**config.mk**
```make
export PLATFORM = sky130hd
export DESIGN_NAME = adc_frame_scheduler
export DESIGN_NICKNAME = d
export VERILOG_FILES = /design/src/rtl/adc_fe_pkg.sv /design/src/rtl/adc_period_timer.sv /design/src/rtl/adc_frame_scheduler.sv
export SDC_FILE = /design/constraint.sdc
export NUM_CORES = 1
export LEC_CHECK = 0
export BUFFER_PORTS_ARGS = -buffer_cell sky130_fd_sc_hd__buf_2
export CORE_ASPECT_RATIO = 0.6
export CORE_MARGIN = 8
export CORE_UTILIZATION = 50
export CTS_BUF_LIST = sky130_fd_sc_hd__clkbuf_8
export DETAILED_ROUTE_END_ITERATION = 16
export PLACE_DENSITY = 0.84
export SLEW_MARGIN = 0
export SYNTH_ARGS = -nofsm -noshare
export SYNTH_HDL_FRONTEND = slang
export SYNTH_SLANG_ARGS = --single-unit
```
**constraint.sdc**
```tcl
create_clock -name clkin -period 4.2 [get_ports clkin]
set_clock_uncertainty 0.2 [all_clocks]
set_input_delay 0.21 -clock clkin [delete_from_list [all_inputs] [get_ports clkin]]
set_output_delay 0.21 -clock clkin [all_outputs]
set_load 0.02 [all_outputs]
```
**src/rtl/adc_fe_pkg.sv**
```systemverilog
// adc_fe_pkg: shared frame-state encoding and ADC front-end geometry for scheduler and serializer
package adc_fe_pkg;
  typedef enum logic [1:0] {IDLE, CONV, WAIT, XFER} state_e;
  localparam int ADC_CHIP_NO = 4;
  localparam int XFER_CYCLES = 20 + 12 * ADC_CHIP_NO * 2;
  function automatic int max_int(input int a, input int b);
    return a > b ? a : b;
  endfunction
endpackage

```
**src/rtl/adc_period_timer.sv**
```systemverilog
// adc_period_timer: frame pacing tick with a floor on the programmed period; held idle while run is low
module adc_period_timer #(
  parameter int PERIOD_W   = 16,
  parameter int MIN_PERIOD = 128
) (
  input  logic                clkin,
  input  logic                rst_n,
  input  logic                run,
  input  logic [PERIOD_W-1:0] period,
  output logic                tick
);
  logic [PERIOD_W-1:0] cnt_q, cnt_d, eff_period;
  assign eff_period = period < PERIOD_W'(MIN_PERIOD) ? PERIOD_W'(MIN_PERIOD) : period;
  assign tick = run && cnt_q == '0;
  assign cnt_d = !run ? '0 : tick ? eff_period - PERIOD_W'(1) : cnt_q - PERIOD_W'(1);
  // countdown register; zero while stopped so the first run cycle ticks
  always_ff @(posedge clkin or negedge rst_n)
    if (!rst_n) cnt_q <= '0;
    else cnt_q <= cnt_d;
endmodule

```
**src/rtl/adc_frame_scheduler.sv**
```systemverilog
// adc_frame_scheduler: sequences convst, busy wait, serializer enable and transfer per frame; ADC_BUSY_TIMEOUT_EN adds a busy-wait timeout and busy_to
module adc_frame_scheduler #(
  parameter int ADC_CHIP_NO = adc_fe_pkg::ADC_CHIP_NO,
  parameter int CONVST_W    = 3,
  parameter int XFER_CYCLES = adc_fe_pkg::XFER_CYCLES,
  parameter int PERIOD_W    = 16,
  parameter int MIN_PERIOD  = 128,
  parameter int TIMEOUT_CYC = 255
) (
  input  logic                   clkin,
  input  logic                   rst_n,
  input  logic                   run,
  input  logic [PERIOD_W-1:0]    period,
  input  logic [ADC_CHIP_NO-1:0] busy,
  input  logic                   clr_ovr,
  output logic                   convst_bar,
  output logic                   xfer_en,
  output logic                   frame_done,
  output logic                   active,
  output logic                   overrun,
`ifdef ADC_BUSY_TIMEOUT_EN
  output logic                   busy_to,
`endif
  output logic [PERIOD_W-1:0]    frame_cnt
);
  import adc_fe_pkg::*;
  localparam int CNT_W = $clog2(max_int(max_int(CONVST_W, XFER_CYCLES), TIMEOUT_CYC) + 1);
  state_e state_q, state_d;
  logic [CNT_W-1:0] cnt_q, cnt_d;
  logic [PERIOD_W-1:0] frame_cnt_q;
  logic tick, busy_any, xfer_done, to_hit, overrun_d;
  logic convst_bar_q, xfer_en_q, frame_done_q, active_q, overrun_q;
  adc_period_timer #(.PERIOD_W(PERIOD_W), .MIN_PERIOD(MIN_PERIOD)) u_timer (
    .clkin(clkin),
    .rst_n(rst_n),
    .run(run),
    .period(period),
    .tick(tick)
  );
  assign busy_any = |busy;
  assign xfer_done = state_q == XFER && cnt_q == '0;
  assign overrun_d = (tick && state_q != IDLE) || (overrun_q && !clr_ovr);
`ifdef ADC_BUSY_TIMEOUT_EN
  assign to_hit = state_q == WAIT && busy_any && cnt_q >= CNT_W'(TIMEOUT_CYC - 1);
`else
  assign to_hit = 1'b0;
`endif
  // frame sequencing; cnt_q is the per-state phase counter (WAIT counts up from 0, so 0 marks the mandatory first cycle)
  always_comb begin
    state_d = state_q;
    cnt_d = cnt_q;
    case (state_q)
      IDLE: if (tick) begin
        state_d = CONV;
        cnt_d = CNT_W'(CONVST_W - 1);
      end
      CONV: begin
        cnt_d = cnt_q - CNT_W'(1);
        if (cnt_q == '0) begin
          state_d = WAIT;
          cnt_d = '0;
        end
      end
      WAIT: begin
`ifdef ADC_BUSY_TIMEOUT_EN
        cnt_d = cnt_q + CNT_W'(1);
`else
        cnt_d = CNT_W'(1);
`endif
        if (cnt_q != '0 && !busy_any) begin
          state_d = XFER;
          cnt_d = CNT_W'(XFER_CYCLES - 1);
        end else if (to_hit) begin
          state_d = IDLE;
          cnt_d = '0;
        end
      end
      default: begin
        cnt_d = cnt_q - CNT_W'(1);
        if (cnt_q == '0) begin
          state_d = IDLE;
          cnt_d = '0;
        end
      end
    endcase
  end
  // state, counters and registered outputs derived from the next state so they line up with it
  always_ff @(posedge clkin or negedge rst_n)
    if (!rst_n) begin
      state_q <= IDLE;
      cnt_q <= '0;
      convst_bar_q <= 1'b1;
      xfer_en_q <= 1'b0;
      frame_done_q <= 1'b0;
      active_q <= 1'b0;
      overrun_q <= 1'b0;
      frame_cnt_q <= '0;
    end else begin
      state_q <= state_d;
      cnt_q <= cnt_d;
      convst_bar_q <= state_d != CONV;
      xfer_en_q <= state_d == XFER && state_q != XFER;
      frame_done_q <= xfer_done;
      active_q <= state_d != IDLE;
      overrun_q <= overrun_d;
      frame_cnt_q <= xfer_done ? frame_cnt_q + PERIOD_W'(1) : frame_cnt_q;
    end
`ifdef ADC_BUSY_TIMEOUT_EN
  logic busy_to_q;
  // sticky timeout flag; a new timeout wins over a simultaneous clear
  always_ff @(posedge clkin or negedge rst_n)
    if (!rst_n) busy_to_q <= 1'b0;
    else busy_to_q <= to_hit || (busy_to_q && !clr_ovr);
  assign busy_to = busy_to_q;
`endif
  assign convst_bar = convst_bar_q;
  assign xfer_en = xfer_en_q;
  assign frame_done = frame_done_q;
  assign active = active_q;
  assign overrun = overrun_q;
  assign frame_cnt = frame_cnt_q;
endmodule

```
# Yosys cells after proc, flatten, opt, wreduce, memory -nomap -nowiden
# Index checks and enable logic that the tools add are counted.
[op_classes] n_addsub=4 mul=0 div_mod_pow=0 order_cmp=1 eq_ne=7 shift=0 n_mux=12 n_bitwise=0 n_reduce_logical=16
[op_table] cell="two-way mux 16 bit" count=3
[op_table] cell="subtractor 16 x 1 -> 16 bit (second input constant)" count=2
[op_table] cell="adder 16 x 1 -> 16 bit (second input constant)" count=1
[op_table] cell="zero test 16 bit" count=1
[op_table] cell="< comparator 16 x 8 -> 1 bit (second input constant)" count=1
[op_table] cell="two-way mux 8 bit" count=2
[op_table] cell="one-hot mux 8 bit (2 select lines)" count=1
[op_table] cell="zero test 8 bit" count=1
[op_table] cell="two-way mux 2 bit" count=4
[op_table] cell="nonzero test 8 bit" count=1
[op_table] cell="subtractor 8 x 1 -> 8 bit (second input constant)" count=1
[op_table] cell="two-way mux 7 bit" count=1
[op_table] cell="== test 2 bit (second input constant)" count=3
[op_table] cell="logical AND 1 bit" count=6
[op_table] cell="one-hot mux 2 bit (3 select lines)" count=1
[op_table] cell="inequality test 2 bit (second input constant)" count=2
[op_table] cell="nonzero test 2 bit" count=2
[op_table] cell="OR reduction 4 bit" count=1
[op_table] cell="== test 2 x 1 -> 1 bit (second input constant)" count=1
[op_table] cell="zero test 1 bit" count=2
[op_table] cell="zero test 2 bit" count=1
[op_table] cell="inequality test 2 x 1 -> 1 bit (second input constant)" count=1
[op_table] cell="logical OR 1 bit" count=1
[word_totals] regBits=47 latch_bits=0 ramBits=0 rom_bits=0 inputBits=24 out_inout_bits=21 word_cells=49 mem_count=0

# Logic depth before layout (Yosys ltp)
[logic_depth] word_depth=7 ltp_mapped=13 depth_no_buf=11

# Cells and area by module
# Synthesis repeated with hierarchy kept, for this count alone.
[unflattened] hier_cells=287 area_unflattened_um2=2765.2
[by_module_without_submodules] module="adc_frame_scheduler" n_inst=1 cells_each=136 area_each_um2=1486.4
[by_module_without_submodules] module="adc_period_timer" n_inst=1 cells_each=151 area_each_um2=1278.7

# Worst setup path before layout
# Ideal clock, no wire load.
[synth_path] path_type="input to register" startpoint="input port period[10]" endpoint="register u_timer.cnt_q[6]" setup_time_ps=132 t_arrival_ps=3080 required_ps=3868 slack_ps=788 stages=12 n_path_buf=2 cell_sequence="or4_1 clkbuf_1 nor4_1 nor3_2 buf_4 a21oi_1 ha_1 or3b_2 or3_1 a21o_1 a221oi_2 nor2_1"
[synth_via] elab_chain_cells=5
[synth_rtl] item="start: declaration" line="adc_frame_scheduler.sv:13" source="input logic [PERIOD_W-1:0] period,"
[synth_rtl] item="< comparator 16 x 8 -> 1 bit" line="adc_period_timer.sv:13" source="assign eff_period = period < PERIOD_W'(MIN_PERIOD) ? PERIOD_W'(MIN_PERIOD) : period;"
[synth_rtl] item="two-way mux 16 bit" line="adc_period_timer.sv:13"
[synth_rtl] item="subtractor 16 x 1 -> 16 bit" line="adc_period_timer.sv:15" source="assign cnt_d = !run ? '0 : tick ? eff_period - PERIOD_W'(1) : cnt_q - PERIOD_W'(1);"
[synth_rtl] item="two-way mux 16 bit (2 in a row)" line="adc_period_timer.sv:15"
[synth_rtl] item="named net u_timer.cnt_d[6]" line="adc_period_timer.sv:12" source="logic [PERIOD_W-1:0] cnt_q, cnt_d, eff_period;"
[synth_rtl] item="end signal: assignment" line="adc_period_timer.sv:19" source="else cnt_q <= cnt_d;"
[synth_rtl] item="end: declaration" line="adc_period_timer.sv:12"
# The timed path passes the listed nets, and every way through them passes these cells.
# A chain may end at the register's enable or synchronous reset.

# Worst setup path after layout
[layout_path] startpoint="register u_timer.cnt_q[1]" endpoint="register u_timer.cnt_q[6]"
[layout_via] elab_chain_cells=4 elab_cells_between_ends=5
[layout_rtl] item="parallel branches: the longest is 2 deep, another holds subtractor 16 x 1 -> 16 bit"
[layout_rtl] item="two-way mux 16 bit (*) (2 in a row)" line="adc_period_timer.sv:15"
[layout_rtl] item="named net u_timer.cnt_d[6]" line="adc_period_timer.sv:12"
# Mark *: on every way through the listed nets, which the timed path passes.

==> results_tabular.tex <==
\begin{tabular}{lr}
\hline
Metric & Value \\
\hline
\multicolumn{2}{l}{\textbf{Final layout}} \\
Util after Layout & between 60 and 70\% \\
Finished Cell Area & approximately 3100 um2 \\
Number of nets in the layout & about 360 \\
Area growth from synthesis to layout & 17.2\% \\
Diodes inserted & 0 \\
Non-filler instance count after layout & between 300 and 400 \\
Layout cell share with drive strength beyond 1 & 21.4\% \\
\multicolumn{2}{l}{\textbf{Drt}} \\
Via density per instance & between 5 and 6 \\
Via total after detailed routing & approximately 2400 \\
DRT antenna net count & 0 \\
Drt first-iter violations & between 200 and 250 \\
Avg WL per Cell & 15.9 um \\
DR pass1 iterations & 7 \\
Number of DRC violations after detailed routing & 0 \\
Post-Route WL & 6.32 mm \\
\multicolumn{2}{l}{\textbf{GRT}} \\
Number of antenna violations at the first check in global routing & 0 \\
Vias in the first global route & around 2200 \\
Pin count of the biggest net entering global routing & 48 \\
Total track usage & between 10\% and 20\% \\
Final global-route overflow total & 0 \\
Wire length of the first global-routing pass & roughly 11 mm \\
\multicolumn{2}{l}{\textbf{Timing}} \\
Post-route setup TNS & 0 ns \\
Count of pins over their slew limit & 0 \\
Max transition margin & about a third \\
Period Utilization, post-route & between 80 and 90\% \\
Setup repair after global routing missed its margin & no \\
Number of hold violations in the final report & 0 \\
Timing-limited maximum frequency & 276 MHz \\
Transition time at the pin with the least slew margin & between 1 and 1.5 ns \\
Final setup violation count & 0 \\
Min Tclk post-route & roughly 3.6 ns \\
\multicolumn{2}{l}{\textbf{Logic synthesis}} \\
Distinct cell type count of the synthesized netlist & 55 \\
Synthesized-area fraction occupied by adder cells & 1.91\% \\
Synthesized instance count & between 200 and 300 \\
Combinational family with the most area after synthesis & simple AND/OR/NAND/NOR gates \\
Flip-flop cell with the highest count after synthesis & sky130\_fd\_sc\_hd\_\_dfrtp\_1 \\
Cell type contributing the most total cell area after synthesis & sky130\_fd\_sc\_hd\_\_dfrtp\_1 \\
Synthesized-area fraction occupied by xor and xnor cells & under 10\% \\
Number of enable flip-flop cells after synthesis & 0 \\
Syn\_nets & 311 \\
Synth Register Bits & 47 \\
Share of the yosys chip area belonging to registers & between 40\% and 50\% \\
Mean instance size in the synthesized netlist & roughly 9.2 um2 \\
Synthesized-area fraction occupied by ao, oa, aoi and oai cells & between 10\% and 20\% \\
Simple-gate portion of the synthesized area & around 26\% \\
Most numerous cell types in the synthesized netlist & 46 x sky130\_fd\_sc\_hd\_\_dfrtp\_1, 29 x sky130\_fd\_sc\_hd\_\_nor2\_1, 28 x sky130\_fd\_sc\_hd\_\_nand2\_1 \\
Area share of the largest cell type after synthesis & roughly 44\% \\
Number of warnings reported in the yosys synthesis log & 0 \\
Post-synthesis mux area share & 0.430\% \\
Cell area after technology mapping & roughly 2600 um2 \\
Async set-reset flop share out of synthesis & 100\% \\
Cell with the most instances after synthesis & sky130\_fd\_sc\_hd\_\_dfrtp\_1 \\
Top area cells in the synthesized netlist & sky130\_fd\_sc\_hd\_\_dfrtp\_1 44\%, sky130\_fd\_sc\_hd\_\_a21oi\_1 4.8\%, sky130\_fd\_sc\_hd\_\_nor2\_1 4.2\%, sky130\_fd\_sc\_hd\_\_nand2\_1 4.0\%, sky130\_fd\_sc\_hd\_\_xnor2\_1 3.7\% \\
\multicolumn{2}{l}{\textbf{Worst setup path}} \\
Critical path capture point type & flop \\
Launching element of the worst setup path & u\_timer.cnt\_q[1] \\
Setup slack on the worst flop-to-flop path & 0.58 ns \\
Number of cells on the critical path & 11 \\
Worst endpoint data arrival time & 3.61 ns \\
Max Fanout on Critical Path & 6 \\
Worst EP required & 4.19 ns \\
Worst setup path end & u\_timer.cnt\_q[6] \\
Worst setup path class & reg -> reg \\
Kind of start point of the critical path & flop \\
Slowest cell delay on critical path & 0.67 ns \\
CP top delay family & simple AND/OR/NAND/NOR gates \\
Number of buffer and inverter instances along the worst setup path & 0 \\
Critical Path Slowest Stage Cell & sky130\_fd\_sc\_hd\_\_or4\_1 \\
FF-to-FF Start & u\_timer.cnt\_q[1] \\
List of cells traversed by the critical path & or4\_1, or4\_4, nor3\_2, a21oi\_1, ha\_1, or3b\_2, or3\_1, nor3\_1, a21o\_1, a221oi\_2, nor2\_1 \\
Cells on worst reg2reg path & 11 \\
Endpoint of the most critical register-to-register path & u\_timer.cnt\_q[6] \\
\multicolumn{2}{l}{\textbf{Place}} \\
Number of placed cells counting well taps & 386 \\
Global placer's final weighted congestion & 0.963 \\
Post-DP Area & 2890 um2 \\
Port buffer count & 44 \\
Detailed-placement wirelength estimate & 4.75 mm \\
\multicolumn{2}{l}{\textbf{Clock network}} \\
Latest clock arrival within the worst-skew pair & roughly 0.29 ns \\
Deepest clock path buffer count & 2 \\
Clk sink count & 47 \\
Number of buffers added by the clock tree synthesis step & 5 \\
Depth of the CTS H-tree & 2 \\
Root Driver & sky130\_fd\_sc\_hd\_\_clkbuf\_8 \\
Number of gates resized after CTS & 0 \\
CTS tree & built \\
Reg clk slew, reported paths & $\sim$0.08 ns \\
\multicolumn{2}{l}{\textbf{Power and ir drop}} \\
Leakage power & between 1 and 1.5 nW \\
Power per unit of standard cell area & 497 nW/um2 \\
Peak ir drop on the vdd network & approximately 0.00026 V \\
Design Power & $\sim$1.5 mW \\
\multicolumn{2}{l}{\textbf{Floorplanning}} \\
Effective utilization at floorplan & 51.8\% \\
Core box area & 5050 um2 \\
Die Width & between 100 and 150 um \\
Row count & 20 \\
Full die area & 7880 um2 \\
Die Ht & 72.0 um \\
Top-level port count & 45 \\
\multicolumn{2}{l}{\textbf{Status}} \\
Result of the run & complete, no violations \\
\multicolumn{2}{l}{\textbf{Job}} \\
Number of violations of the max-capacitance limit & 0 \\
\multicolumn{2}{l}{\textbf{Hold path}} \\
Worst min path class & in -> reg \\
\hline
\end{tabular}
## worst min-delay path by stage
stage / startpoint / end / slack, ns / cells after the start
CTS: run / u_timer.cnt_q[7] / 0.005 / 2
finish: period[13] / u_timer.cnt_q[13] / 0.07 / 3
global route: period[15] / u_timer.cnt_q[15] / 0.07 / 3
detailed placement: clr_ovr / overrun / 0.21 / 2
global placement: clr_ovr / overrun / 0.21 / 2
floorplan: rst_n / active / -0.29 / 0
## sequential cells by signal, summed over array words and instances, names as in the netlist
signal,flops
frame_cnt,16
u_timer.cnt_q,16
cnt_q,8
state_q,2
active,1
convst_bar,1
frame_done,1
overrun,1
xfer_en,1
## where the power goes
part / switching (mW) / internal (mW) / total, mW
registers: 0.0746 / 0.518 / 0.592
clock network: 0.145 / 0.235 / 0.381
logic: 0.309 / 0.243 / 0.552
## per-stage QoR
stage	hold slack [ns]	setup WS, ns
after floorplan	-0.286	0.788
after global placement	0.207	0.626
after detailed placement	0.212	0.525
after CTS	0.00525	0.592
final	0.0662	0.576
after global routing	0.0656	0.420
## worst reg2reg max path, stage by stage (launching register included)
cell,delay [ns]
sky130_fd_sc_hd__dfrtp_1,0.39
sky130_fd_sc_hd__or4_1,0.67
sky130_fd_sc_hd__or4_4,0.58
sky130_fd_sc_hd__nor3_2,0.32
sky130_fd_sc_hd__a21oi_1,0.15
sky130_fd_sc_hd__ha_1,0.22
sky130_fd_sc_hd__or3b_2,0.27
sky130_fd_sc_hd__or3_1,0.21
sky130_fd_sc_hd__nor3_1,0.07
sky130_fd_sc_hd__a21o_1,0.17
sky130_fd_sc_hd__a221oi_2,0.20
sky130_fd_sc_hd__nor2_1,0.06
## per-layer routing
| metal | global-route usage (%) | share of wire [%] | vias up |
|---|---|---|---|
| met4 | 3.57 | 0.54 | 0 |
| met5 | 0 | 0 | - |
| li1 | - | - | 1130 |
| met2 | 24.3 | 45 | 74 |
| met1 | 23.5 | 48 | 1159 |
| met3 | 3.98 | 6.4 | 4 |
## cells by family after synthesis
kind of cell / Yosys count
flops: 47
buf+inv: 16
compound gates: 73
fa+ha+maj: 4
simple gates: 122
mux: 1
xor+xnor: 20
## layout by cell type (no fill, tap or decap), types with 4 or more instances in the layout
cell and n:
sky130_fd_sc_hd__dfrtp_1 46, sky130_fd_sc_hd__buf_2 44, sky130_fd_sc_hd__nor2_1 29, sky130_fd_sc_hd__nand2_1 28, sky130_fd_sc_hd__a21oi_1 25, sky130_fd_sc_hd__o21ai_0 14
sky130_fd_sc_hd__xnor2_1 11, sky130_fd_sc_hd__nor3_1 9, sky130_fd_sc_hd__xor2_1 9, sky130_fd_sc_hd__inv_1 8, sky130_fd_sc_hd__nand3_1 8, sky130_fd_sc_hd__or4_1 7
sky130_fd_sc_hd__nor4_1 7, sky130_fd_sc_hd__and2_1 5, sky130_fd_sc_hd__a31oi_1 5, sky130_fd_sc_hd__clkbuf_8 5, sky130_fd_sc_hd__or3_1 4, sky130_fd_sc_hd__o311ai_0 4
sky130_fd_sc_hd__or2_2 4, sky130_fd_sc_hd__ha_1 4, sky130_fd_sc_hd__dlygate4sd3_1 4
## final cells by class
type,count,area [um2]
Inverter,7,26.3
Clock buffer,5,68.8
Fill cell,424,1990
Multi-Input combinational cell,220,1370
Sequential cell,47,1180
Timing Repair Buffer,50,275
Tap cell,66,82.6
Clock inverter,3,63.8
## repair_timing
item	4_1_cts	5_1_grt
hold endpoints to repair	48	1
buffers inserted	0	0
hold buffers	3	1
No activity file was read; power rests on OpenSTA's default activity.
